`config.mk`:
```
export PLATFORM = sky130hd
export DESIGN_NAME = credit_display_scanner
export DESIGN_NICKNAME = d
export VERILOG_FILES = /design/src/rtl/credit_display_scanner.sv
export SDC_FILE = /design/constraint.sdc
export NUM_CORES = 1
export LEC_CHECK = 0
export BUFFER_PORTS_ARGS = -buffer_cell sky130_fd_sc_hd__buf_2
export CORE_MARGIN = 2
export CORE_UTILIZATION = 50
export DETAILED_ROUTE_END_ITERATION = 10
export PLACE_DENSITY = 0.79
export RECOVER_POWER = 50
export SLEW_MARGIN = 20
export SYNTH_ARGS = -nofsm -noshare
export SYNTH_HDL_FRONTEND = slang
export SYNTH_SLANG_ARGS = --single-unit
```
`constraint.sdc`:
```
create_clock -name clk -period 2 [get_ports clk]
set_input_delay 0.1 -clock clk [delete_from_list [all_inputs] [get_ports clk]]
set_output_delay 0.1 -clock clk [all_outputs]
set_load 0.05 [all_outputs]
```
`src/rtl/credit_display_scanner.sv`:
```
// Binary-to-BCD converter (sequential double-dabble) feeding a 4-digit multiplexed display scan.
// Optional leading-zero blanking when CREDIT_DISPLAY_BLANK_EN is defined.
module credit_display_scanner #(
  parameter int SCAN_DIV = 50000,
  parameter int BIN_W    = 14
) (
  input  logic             clk,
  input  logic             rst_n,
  input  logic [BIN_W-1:0] value_in,
  input  logic             load,
  output logic             busy,
  output logic [3:0]       digit,
  output logic [3:0]       anode
);

  typedef enum logic {IDLE, CONV} state_t;

  localparam int ITER_W = $clog2(BIN_W);
  localparam int DIV_W  = $clog2(SCAN_DIV);
  localparam logic [ITER_W-1:0] LAST_ITER = ITER_W'(BIN_W - 1);
  localparam logic [DIV_W-1:0]  LAST_DIV  = DIV_W'(SCAN_DIV - 1);

  state_t            state;
  logic [ITER_W-1:0] iter;
  logic [BIN_W-1:0]  bin_sr;
  logic [15:0]       bcd_sr;
  logic [3:0][3:0]   disp;
  logic [DIV_W-1:0]  div_cnt;
  logic [1:0]        scan_idx;

  logic [15:0]       bcd_adj;
  logic [15:0]       bcd_shift;
  logic [BIN_W-1:0]  bin_shift;
  logic [BIN_W-1:0]  value_sat;

  // Four BCD digits top out at 9999; anything larger is clamped before conversion.
  always_comb begin
    value_sat = value_in;
    if (32'(value_in) > 32'd9999) value_sat = BIN_W'(9999);
  end

  // NOTE: every always_comb output gets a default first so no path leaves it unassigned (no latch).
  always_comb begin
    bcd_adj = bcd_sr;
    for (int i = 0; i < 4; i++) begin
      if (bcd_sr[4*i +: 4] >= 4'd5) bcd_adj[4*i +: 4] = bcd_sr[4*i +: 4] + 4'd3;
    end
    {bcd_shift, bin_shift} = {bcd_adj, bin_sr} << 1;
  end

  // NOTE: sequential state uses non-blocking assignments so all flops update from pre-edge values.
  always_ff @(posedge clk or negedge rst_n) begin
    if (!rst_n) begin
      state  <= IDLE;
      busy   <= 1'b0;
      iter   <= '0;
      bin_sr <= '0;
      bcd_sr <= '0;
      disp   <= '0;
    end else begin
      case (state)
        IDLE: begin
          if (load) begin
            bin_sr <= value_sat;
            bcd_sr <= '0;
            iter   <= '0;
            busy   <= 1'b1;
            state  <= CONV;
          end
        end
        CONV: begin
          bin_sr <= bin_shift;
          bcd_sr <= bcd_shift;
          iter   <= iter + 1'b1;
          if (iter == LAST_ITER) begin
            // Only the finished result ever reaches the display registers.
            disp  <= bcd_shift;
            busy  <= 1'b0;
            state <= IDLE;
          end
        end
        default: begin
          busy  <= 1'b0;
          state <= IDLE;
        end
      endcase
    end
  end

  // Free-running scan, independent of conversion.
  always_ff @(posedge clk or negedge rst_n) begin
    if (!rst_n) begin
      div_cnt  <= '0;
      scan_idx <= '0;
    end else if (div_cnt == LAST_DIV) begin
      div_cnt  <= '0;
      scan_idx <= scan_idx + 2'd1;
    end else begin
      div_cnt <= div_cnt + 1'b1;
    end
  end

`ifdef CREDIT_DISPLAY_BLANK_EN
  logic [1:0] msd;
  logic       blank;

  // Positions above the most significant non-zero digit are switched off; units always shows.
  always_comb begin
    msd = 2'd0;
    if (disp[1] != 4'h0) msd = 2'd1;
    if (disp[2] != 4'h0) msd = 2'd2;
    if (disp[3] != 4'h0) msd = 2'd3;
    blank = (scan_idx > msd);
    anode = ~(4'b0001 << scan_idx);
    digit = disp[scan_idx];
    if (blank) begin
      anode = 4'hF;
      digit = 4'hF;
    end
  end
`else
  always_comb begin
    anode = ~(4'b0001 << scan_idx);
    digit = disp[scan_idx];
  end
`endif

endmodule

```
==> qor.tcl, run 1 <==
set qor(outcome) {finished, final reports clean}
set qor(detailroute.via_count) 2481
set qor(achievable-frequency_mhz) 556
set qor(drv.max_cap_violation_count) 0
set qor(antenna_found_initial) 0
set qor(post_cts.resized_instances) 0
set qor(rsz0062_at_grt) {no}
set qor(cts_tree) {done}
set qor(final_min_period_over_clock_period_pct) 89.9
set qor(floorplan.die.height_um) 87.5
set qor(synth-seq-area-share_pct) 50.2
set qor(drt_drc_violations_left) 0
set qor(slew_headroom_pct) 37.8
set qor(grtUsageTotal_pct) 18.7
set qor(maximum_number_of_pins_on_one_net_before_global_route_repair) 71
set qor(initial_util_pct) 51.6
set qor(startpoint_type) {flip-flop}
set qor(power-per-cell-area_mw_per_mm2) 1320
set qor(wl_per_cell_um) 14.2
set qor(fin_skew_ps) 6.58
set qor(crit_path_end) {digit[0]}
set qor(diodes) 0
set qor(arrival_ps) 1700
set qor(r2r-start) {div_cnt[12]$_DFF_PN0_}
set qor(tightest_slew_ps) 933
set qor(final_max_slew_viol_count) 0
set qor(final_layout_size_suffix_gt1_share_pct) 15.9
set qor(global_route.overflow_total) 0
set qor(hpwlAfterDp_mm) 4.44
set qor(cts_buffers) 9
set qor(cellLeakagePower_nw) 1.88
set qor(synth_area_per_cell_um2) 10.3
set qor(portBuffers) 25
set qor(clk_latency_worst_skew_pair_ps) 340
set qor(final_core_utilization_pct) 57.8
set qor(design.final.nets) 398
set qor(yosysWarnings) 0
set qor(final_area_mm2) 0.00390
set qor(setup_violations) 0
set qor(ys_top_cells_by_count) {dfrtp_1 (70), nand2_1 (41), o21ai_0 (31)}
set qor(post-synth-top-area-fraction_pct) 50.2
set qor(fp-row-count) 30
set qor(reg2reg_to) {div_cnt[1]$_DFF_PN0_}
set qor(netlist-cell-type-count) 34
set qor(clk_pin_slew_ps) 70
set qor(grt_first_pass_wirelength_mm) 11.0
set qor(ant_nets) 0
set qor(final_non_filler_cell_total) 450
set qor(die_width_um) 87.5
set qor(postSynth.asyncResetShare_pct) 100
set qor(finalWorstSetupSlack_ps) 202
set qor(synth.net_count) 369
set qor(worst_hold_class) {input pin to flip-flop}
set qor(cts.root.buffer_cell) {clkbuf_8}
set qor(cell_type_with_the_largest_total_area_after_synthesis) {dfrtp_1}
set qor(timing.setup.tns_ps) 0
set qor(worst_ir_drop_vdd_mv) 0.656
set qor(total_power_mw) 5.16
set qor(gp_routability_congestion) 0.878
set qor(finalHoldViolations) 0
set qor(routed_wl_mm) 6.39
set qor(end_kind) {output pin}
set qor(netlist_instances) 337
set qor(detailedRoute.firstIterationViolations) 152
set qor(netlist_area_before_placement_mm2) 0.00349
set qor(synth_enable_flop_cells) 0
set qor(synth.area.top_cells) {dfrtp_1 (50%), ha_1 (5.4%), mux2i_1 (5.2%)}
set qor(final.min_clock_period_ps) 1800
set qor(crit_start) {scan_idx[0]$_DFFE_PN0N_}
set qor(synth-seq-cells) 70
set qor(clockBufferDepth) 2
set qor(cts.sinks) 70
set qor(cp.required_ps) 1900
set qor(worst-r2r-cell-count) 4
set qor(r2r_slack_ps) 230
set qor(vias_per_cell) 5.51
set qor(clock_tree.htree_level_count) 3
set qor(dpl_worst_slack_ps) 233
set qor(fp.coreArea_mm2) 0.00676
set qor(grt_pass1_vias) 2445
set qor(numPlacedInstances) 434
set qor(ios) 26
set qor(hold_ws_ps) 28.5
set qor(dominantRegCellSynth) {dfrtp_1}
set qor(crit_type) {flip-flop to output pin}
set qor(critical_path.max_fanout) 7
set qor(total_die_area_mm2) 0.00766
set qor(firstDrtPassIters) 6
set qor(synth_most_common_cell) {dfrtp_1}
set qor(placed_cell_area_mm2) 0.00371
set qor(flow.area_growth_from_synthesis_pct) 11.9
[how the worst min path moves through the flow]
stage	cells after the start	from	end
finish	2	load	bcd_sr[0]$_DFFE_PN0P_
global route	2	load	bcd_sr[0]$_DFFE_PN0P_
CTS	2	load	bcd_sr[0]$_DFFE_PN0P_
detailed placement	2	rst_n	bin_sr[1]$_DFFE_PN0P_
global placement	2	rst_n	bin_sr[0]$_DFFE_PN0P_
floorplan	0	rst_n	bcd_sr[0]$_DFFE_PN0P_
[metal layers]
layer  track usage (%)  routed length (um)  up-vias
met3              4.36                 198       16
met1              24.3                2920     1205
met2              29.1                3080       48
met5                 0                   0        -
met4              9.79                 182        0
li1                  -                   -     1212
[cells in the final DEF (no fill, tap or decap), types with 4 or more instances in the layout]
cell,instances
buf_2,25
o22ai_1,7
ha_1,15
mux2i_1,18
o21ai_0,31
mux4_2,4
mux2_2,6
nand3_1,5
dfrtp_1,69
inv_1,25
xnor2_1,16
a21oi_1,16
nor2_1,15
nand4_1,7
nand2b_1,7
buf_4,5
nand2_1,41
clkbuf_8,13
nor3b_1,12
[logic make-up (layout without fill, tap and decap cells)]
kind of cell	Yosys count	after routing	share of synthesized area (%)
flip-flops	70	70	50.2
adder cells (fa/ha/maj)	15	15	5.38
AO/OA/AOI/OAI	66	66	10.6
XOR/XNOR	19	19	4.77
AND/OR/NAND/NOR	99	99	14.7
multiplexers	28	28	9.69
buffers and inverters	40	73	4.56
[flip-flops by register name, summed over array words and instances (netlist names)]
| signal | flops |
|---|---|
| bcd_sr | 16 |
| disp | 16 |
| div_cnt | 16 |
| bin_sr | 14 |
| iter | 4 |
| scan_idx | 2 |
| busy | 1 |
| state | 1 |
[worst max-delay path, stage by stage, from the launching register on]
cell	delay, ps
dfrtp_1	550
mux4_2	570
buf_2	230
[power by group]
group	switching, mW	internal, mW	leakage (nW)
clock network	0.514	0.579	0.0938
logic	1.06	0.820	0.891
registers	0.315	1.88	0.894
[cell type report]
cell class                      count  area (um2)
Clock buffer                       13         179
Tap cell                           80         100
Sequential cell                    70        1750
Fill cell                         579        2850
Timing Repair Buffer               33         185
Clock inverter                      2        15.0
Inverter                           25        93.8
Multi-Input combinational cell    227        1580
[timing repair]
| action | 4_1_cts | 5_1_grt |
|---|---|---|
| setup buffers | 0 | 0 |
| hold endpoints to repair | 70 | 0 |
| hold buffers | 1 | 0 |
(Power assumes the default switching activity.)
==> inputs of run 2 (changes only) <==
- CORE_ASPECT_RATIO: not set -> 0.7
- SETUP_SLACK_MARGIN: not set -> 0.3
==> qor.tcl, run 2 (same netlist as run 1, synthesis figures left out) <==
set qor(layout_common_cells) {dfrtp_1 (66), nand2_1 (41), o21ai_0 (30)}
set qor(reg2reg_to) {div_cnt[9]$_DFF_PN0_}
set qor(floorplan.die.height_um) 73.9 ;# -16%
set qor(detailedRoute.firstIterationViolations) 142 ;# -6.6%
set qor(total_power_mw) 5.40 ;# +4.5%
set qor(global_route.overflow_total) 0 ;# unchanged
set qor(cts_buffers) 9 ;# unchanged
set qor(power.share.clock_pct) 22.5 ;# +1.3 points
set qor(reg_top3) {bcd_sr (16), disp (16), div_cnt (16)}
set qor(flow.area_growth_from_synthesis_pct) 16.2
set qor(drt_drc_violations_left) 0 ;# unchanged
set qor(firstDrtPassIters) 4 ;# -2
set qor(total_die_area_mm2) 0.00767 ;# +0.14%
set qor(placed_cell_area_mm2) 0.00373 ;# +0.47%
set qor(min-delay-start) {value_in[0]}
set qor(cp_slowest_stage_delay_ps) 540 ;# -30 ps
set qor(achievable-frequency_mhz) 577 ;# +3.8%
set qor(clock_tree.htree_level_count) 3 ;# unchanged
set qor(layout.filler_cells) 555 ;# -4.1%
set qor(outcome) {finished, final reports clean}
set qor(worst-r2r-cell-count) 5 ;# +1
set qor(final_area_mm2) 0.00405 ;# +3.8%
set qor(vias_per_cell) 5.40 ;# -2.1%
set qor(power.share.combinational_pct) 36.5 ;# +0.2 points
set qor(final.min_clock_period_ps) 1730 ;# -65.7 ps
set qor(min_delay_worst_endpoint) {bin_sr[0]$_DFFE_PN0P_}
set qor(layout_commonest_cell) {dfrtp_1}
set qor(clk_latency_worst_skew_pair_ps) 340 ;# about the same
set qor(maximum_number_of_pins_on_one_net_before_global_route_repair) 44 ;# -38%
set qor(antenna_found_initial) 0 ;# unchanged
set qor(tightest_slew_ps) 673 ;# -260 ps
set qor(crit_chain) {or4b_4 > nor4_4 > buf_6 > nand2b_1 > mux2i_1}
set qor(worst_ir_drop_vdd_mv) 0.513 ;# -22%
set qor(cellLeakagePower_nw) 1.93 ;# +2.8%
set qor(crit_type) {flip-flop to flip-flop}
set qor(final_min_period_over_clock_period_pct) 86.6 ;# -3.3 points
set qor(drv.max_cap_violation_count) 0 ;# unchanged
set qor(end_kind) {flip-flop}
set qor(final_non_filler_cell_total) 472 ;# +4.9%
set qor(final_layout_size_suffix_gt1_share_pct) 18.8 ;# +2.8 points
set qor(worst_hold_class) {input pin to flip-flop}
set qor(grt_pass1_vias) 2494 ;# +2.0%
set qor(wl_per_cell_um) 14.5 ;# +1.9%
set qor(ios) 26 ;# unchanged
set qor(gp_routability_congestion) 0.838 ;# -4.5%
set qor(clk_pin_slew_ps) 70 ;# about the same
set qor(arrival_ps) 1950 ;# +250 ps
set qor(clockBufferDepth) 2 ;# unchanged
set qor(timing.setup.tns_ps) 0 ;# unchanged
set qor(slew_headroom_pct) 54.9 ;# +17 points
set qor(switching_share_of_total_power_pct) 35.9 ;# -0.66 points
set qor(finalHoldViolations) 0 ;# unchanged
set qor(internal_power_summed_over_all_cells_mw) 3.46 ;# +5.6%
set qor(power-per-cell-area_mw_per_mm2) 1330 ;# +0.67%
set qor(timing.hold.worst_path_depth) 3 ;# +1
set qor(slowest_stage_cell_crit_path) {or4b_4}
set qor(setup_violations) 0 ;# unchanged
set qor(rsz0062_at_grt) {yes}
set qor(cts.root.buffer_cell) {clkbuf_8}
set qor(final_max_slew_viol_count) 0 ;# unchanged
set qor(grt_first_pass_wirelength_mm) 11.9 ;# +8.4%
set qor(cts.sinks) 70 ;# unchanged
set qor(hpwlAfterDp_mm) 4.62 ;# +4.1%
set qor(r2r_slack_ps) 270 ;# +40 ps
set qor(seqPwrFrac_pct) 41.1 ;# -1.4 points
set qor(startpoint_type) {flip-flop}
set qor(numPlacedInstances) 448 ;# +3.2%
set qor(design.final.nets) 405 ;# +1.8%
set qor(cp.required_ps) 2220 ;# +320 ps
set qor(ant_nets) 0 ;# unchanged
set qor(portBuffers) 25 ;# unchanged
set qor(die_width_um) 104 ;# +19%
set qor(total_switching_power_mw) 1.93 ;# +2.7%
set qor(initial_util_pct) 51.6 ;# unchanged
set qor(fp.coreArea_mm2) 0.00676 ;# unchanged
set qor(final_core_utilization_pct) 60.0 ;# +2.2 points
set qor(diodes) 0 ;# unchanged
set qor(grtUsageTotal_pct) 19.9 ;# +1.2 points
set qor(fin_skew_ps) 9.12 ;# +2.54 ps
set qor(fp-row-count) 25 ;# -17%
set qor(cts_tree) {done}
set qor(r2r-start) {div_cnt[7]$_DFF_PN0_}
set qor(critical_path.max_fanout) 7 ;# unchanged
set qor(detailroute.via_count) 2548 ;# +2.7%
set qor(routed_wl_mm) 6.83 ;# +6.9%
run 2: cell types whose count changed in the layout (fill, tap and decap cells not counted), sizes merged:
| cell | before | now |
|---|---|---|
| buf | 30 | 37 |
| bufinv | 0 | 2 |
| clkinvlp | 2 | 0 |
| clkinv | 0 | 1 |
run 2: routing by layer:
layer	up-vias	global-route usage, %	wire [um]
li1	1228	-	-
met1	1254	25.8	3320
met2	58	32.1	3140
met3	8	5.32	262
met4	0	8.26	100
met5	-	0	0
run 2: worst max-delay path, delay by kind of cell, from the launching register on:
| kind | cells | cell delay, ps |
|---|---|---|
| buffers and inverters | 1 | 170 |
| DFF | 1 | 410 |
| and+or+nand+nor | 3 | 960 |
| muxes | 1 | 70 |
run 2: area by class of cell:
class | instances | area [um2] | share of cell area, %
sequential | 70 | 1760 | 43.3
multi-input combinational | 227 | 1600 | 39.5
timing repair buffer | 40 | 278 | 6.85
clock buffer | 13 | 139 | 3.43
tap | 94 | 118 | 2.90
inverter | 25 | 93.8 | 2.32
clock inverter | 3 | 68.8 | 1.70
run 2: metrics by stage:
step	setup WS, ps	hold slack [ps]
3_3_place_gp	183	156
4_1_cts	219	22.2
2_1_floorplan	419	-196
6_report	268	33.3
5_1_grt	224	23.2
3_5_place_dp	117	160
run 2: how the worst max path moves through the flow:
stage	startpoint	to	slack, ps	cells past startpoint
after floorplan	div_cnt[12]$_DFF_PN0_	scan_idx[1]$_DFFE_PN0N_	420	4
after detailed placement	div_cnt[5]$_DFF_PN0_	div_cnt[9]$_DFF_PN0_	120	5
after global routing	div_cnt[11]$_DFF_PN0_	div_cnt[9]$_DFF_PN0_	220	5
after CTS	div_cnt[12]$_DFF_PN0_	div_cnt[9]$_DFF_PN0_	220	5
final	div_cnt[7]$_DFF_PN0_	div_cnt[9]$_DFF_PN0_	270	5
after global placement	div_cnt[12]$_DFF_PN0_	div_cnt[9]$_DFF_PN0_	180	5
run 2: power by group through the flow:
| stage | Sequential [mW] | Clock, mW | Combinational, mW |
|---|---|---|---|
| after global routing | 2.28 | 1.29 | 2.22 |
| after floorplan | 2.15 | 0 | 1.47 |
| after detailed placement | 2.22 | 0 | 1.89 |
| after CTS | 2.20 | 1.24 | 1.94 |
| after global placement | 2.19 | 0 | 1.80 |
| final | 2.22 | 1.21 | 1.97 |
run 2: timing repair:
| action | CTS | global route |
|---|---|---|
| resized for setup | 5 | 14 |
| endpoints found under the setup margin | 13 | 14 |
| buffers inserted | 3 | 4 |
| hold buffers | 1 | 0 |
| pin swaps | 2 | 1 |
| hold endpoints to repair | 27 | 0 |
==> inputs of run 3 (changes only) <==
--- a/config.mk
+++ b/config.mk
@@ -13,3 +13,2 @@
 export PLACE_DENSITY = 0.79
-export RECOVER_POWER = 50
 export SETUP_SLACK_MARGIN = 0.3
==> constraint.sdc (replaced) <==
create_clock -name clk -period 2 [get_ports clk]
set_input_delay 0.2 -clock clk [delete_from_list [all_inputs] [get_ports clk]]
set_output_delay 0.2 -clock clk [all_outputs]
set_load 0.05 [all_outputs]
==> qor.tcl, run 3 (same netlist as run 1, synthesis figures left out) <==
set qor(layout_commonest_cell) {dfrtp_1}
set qor(detailroute.via_count) 2555 ;# +0.27%
set qor(cp_slowest_stage_delay_ps) 570 ;# +30 ps
set qor(outcome) {finished, final reports clean}
set qor(ios) 26 ;# unchanged
set qor(grtUsageTotal_pct) 20.1 ;# +0.23 points
set qor(routed_wl_mm) 7.02 ;# +2.7%
set qor(cellLeakagePower_nw) 1.95 ;# +1.1%
set qor(design.final.nets) 406 ;# +0.25%
set qor(grt_pass1_vias) 2489 ;# -0.20%
set qor(clk_pin_slew_ps) 70 ;# about the same
set qor(r2r_slack_ps) 270 ;# about the same
set qor(finalHoldViolations) 0 ;# unchanged
set qor(detailedRoute.firstIterationViolations) 269 ;# +89%
set qor(r2r-start) {div_cnt[11]$_DFF_PN0_}
set qor(ant_nets) 0 ;# unchanged
set qor(timing.setup.tns_ps) 0 ;# unchanged
set qor(vias_per_cell) 5.41 ;# +0.27%
set qor(switching_share_of_total_power_pct) 35.0 ;# -0.90 points
set qor(timing.hold.worst_path_depth) 3 ;# unchanged
set qor(maximum_number_of_pins_on_one_net_before_global_route_repair) 51 ;# +16%
set qor(fp-row-count) 25 ;# unchanged
set qor(antenna_found_initial) 0 ;# unchanged
set qor(fin_skew_ps) 8.41 ;# -0.704 ps
set qor(clock_tree.htree_level_count) 3 ;# unchanged
set qor(clk_latency_worst_skew_pair_ps) 340 ;# about the same
set qor(wl_per_cell_um) 14.9 ;# +2.7%
set qor(total_switching_power_mw) 1.92 ;# -0.62%
set qor(power.share.clock_pct) 24.3 ;# +1.8 points
set qor(worst-r2r-cell-count) 5 ;# unchanged
set qor(crit_type) {flip-flop to output pin}
set qor(reg2reg_to) {div_cnt[9]$_DFF_PN0_}
set qor(drv.max_cap_violation_count) 0 ;# unchanged
set qor(setup_violations) 0 ;# unchanged
set qor(seqPwrFrac_pct) 40.1 ;# -1.0 points
set qor(cp.required_ps) 1800 ;# -420 ps
set qor(placed_cell_area_mm2) 0.00372 ;# -0.20%
set qor(crit_path_end) {digit[0]}
set qor(diodes) 0 ;# unchanged
set qor(cts.sinks) 70 ;# unchanged
set qor(firstDrtPassIters) 4 ;# unchanged
set qor(cts_buffers) 9 ;# unchanged
set qor(tightest_slew_ps) 578 ;# -95.1 ps
set qor(crit_chain) {mux4_2 > buf_6}
set qor(cts_tree) {done}
set qor(final.min_clock_period_ps) 1760 ;# +28.3 ps
set qor(reg_top3) {bcd_sr (16), disp (16), div_cnt (16)}
set qor(power.share.combinational_pct) 35.6 ;# -0.9 points
set qor(slew_headroom_pct) 61.3 ;# +6.4 points
set qor(floorplan.die.height_um) 73.9 ;# unchanged
set qor(final_layout_size_suffix_gt1_share_pct) 22.2 ;# +3.4 points
set qor(global_route.overflow_total) 0 ;# unchanged
set qor(initial_util_pct) 51.6 ;# unchanged
set qor(portBuffers) 25 ;# unchanged
set qor(total_die_area_mm2) 0.00767 ;# unchanged
set qor(grt_first_pass_wirelength_mm) 12.0 ;# +1.2%
set qor(startpoint_type) {flip-flop}
set qor(gp_routability_congestion) 0.903 ;# +7.8%
set qor(rsz0062_at_grt) {yes}
set qor(critical_path.max_fanout) 7 ;# unchanged
set qor(end_kind) {output pin}
set qor(layout_common_cells) {dfrtp_1 (67), nand2_1 (40), o21ai_0 (30)}
set qor(final_min_period_over_clock_period_pct) 88.0 ;# +1.4 points
set qor(slowest_stage_cell_crit_path) {mux4_2}
set qor(flow.area_growth_from_synthesis_pct) 19.1
set qor(cts.root.buffer_cell) {clkbuf_8}
set qor(drt_drc_violations_left) 0 ;# unchanged
set qor(final_area_mm2) 0.00415 ;# +2.4%
set qor(clockBufferDepth) 2 ;# unchanged
set qor(crit_start) {scan_idx[0]$_DFFE_PN0N_}
set qor(arrival_ps) 1560 ;# -390 ps
set qor(hpwlAfterDp_mm) 4.56 ;# -1.2%
set qor(die_width_um) 104 ;# unchanged
set qor(worst_hold_class) {input pin to flip-flop}
set qor(internal_power_summed_over_all_cells_mw) 3.58 ;# +3.4%
set qor(achievable-frequency_mhz) 568 ;# -1.6%
set qor(fp.coreArea_mm2) 0.00676 ;# unchanged
set qor(worst_ir_drop_vdd_mv) 0.538 ;# +4.9%
set qor(final_max_slew_viol_count) 0 ;# unchanged
set qor(power-per-cell-area_mw_per_mm2) 1330 ;# -0.48%
-- run 3: cell types whose count changed in the layout (fill, tap and decap cells not counted), moves of 2 or more --
| cell | delta |
|---|---|
| buf_2 | -2 |
| buf_4 | +2 |
| clkbuf_1 | -5 |
| clkbuf_4 | +2 |
| nor2_1 | -6 |
| nor2_2 | +4 |
| nor2_4 | +2 |
-- run 3: stage by stage --
| stage | total power [mW] | hold WS (ps) | util, % | setup WS [ps] | instances |
|---|---|---|---|---|---|
| 6_report | 5.50 | 134 | 61.4 | 239 | 472 |
| 5_1_grt | 5.94 | 147 | 61.4 | 177 | 472 |
| 4_1_cts | 5.49 | 128 | 60.0 | 225 | 469 |
| 3_5_place_dp | 4.09 | 195 | 55.1 | 256 | 447 |
| 3_3_place_gp | 3.99 | 192 | 55.1 | 280 | 447 |
| 2_1_floorplan | 3.63 | -95.6 | - | 419 | 337 |
-- run 3: critical path, delay by kind of cell (launching register included) --
kind / cells / cell delay, ps
mux: 1 / 570
flops: 1 / 480
buf+inv: 1 / 180
-- run 3: worst min-delay path by stage --
stage	start	endpoint	slack (ps)
2_1_floorplan	rst_n	bcd_sr[0]$_DFFE_PN0P_	-100
3_3_place_gp	rst_n	bin_sr[2]$_DFFE_PN0P_	190
3_5_place_dp	rst_n	bin_sr[2]$_DFFE_PN0P_	190
4_1_cts	value_in[2]	bin_sr[2]$_DFFE_PN0P_	130
5_1_grt	value_in[3]	bin_sr[3]$_DFFE_PN0P_	150
6_report	value_in[0]	bin_sr[0]$_DFFE_PN0P_	130
-- run 3: power by group through the flow --
stage          combinational [mW]  sequential [mW]  clock [mW]
6_report                     1.96             2.20        1.34
4_1_cts                      1.94             2.19        1.36
3_5_place_dp                 1.88             2.21           0
3_3_place_gp                 1.80             2.20           0
2_1_floorplan                1.47             2.15           0
5_1_grt                      2.22             2.28        1.44
-- run 3: layout make-up --
class                           count  area (um2)
Tap cell                           94         118
Inverter                           25        93.8
Clock buffer                        9         124
Clock inverter                      6         111
Fill cell                         537        2610
Multi-Input combinational cell    227        1650
Timing Repair Buffer               41         304
Sequential cell                    70        1760
-- run 3: timing repair --
action                                  in CTS  in global routing
hold buffers                                 1                  0
gates resized for setup                     13                 24
endpoints found under the setup margin      10                 24
gates cloned                                 1                  0
hold endpoints to repair                    20                  0
pin swaps                                    2                  4
setup buffers                                5                  3
-- run 3: routing by layer --
metal | GRT usage (%) | wire length [um] | vias to the layer above
met4 | 7.36 | 176 | 0
met1 | 26.9 | 3420 | 1254
met2 | 31.6 | 3150 | 56
met3 | 5.86 | 266 | 20
li1 | - | - | 1225
met5 | 0 | 0 | -
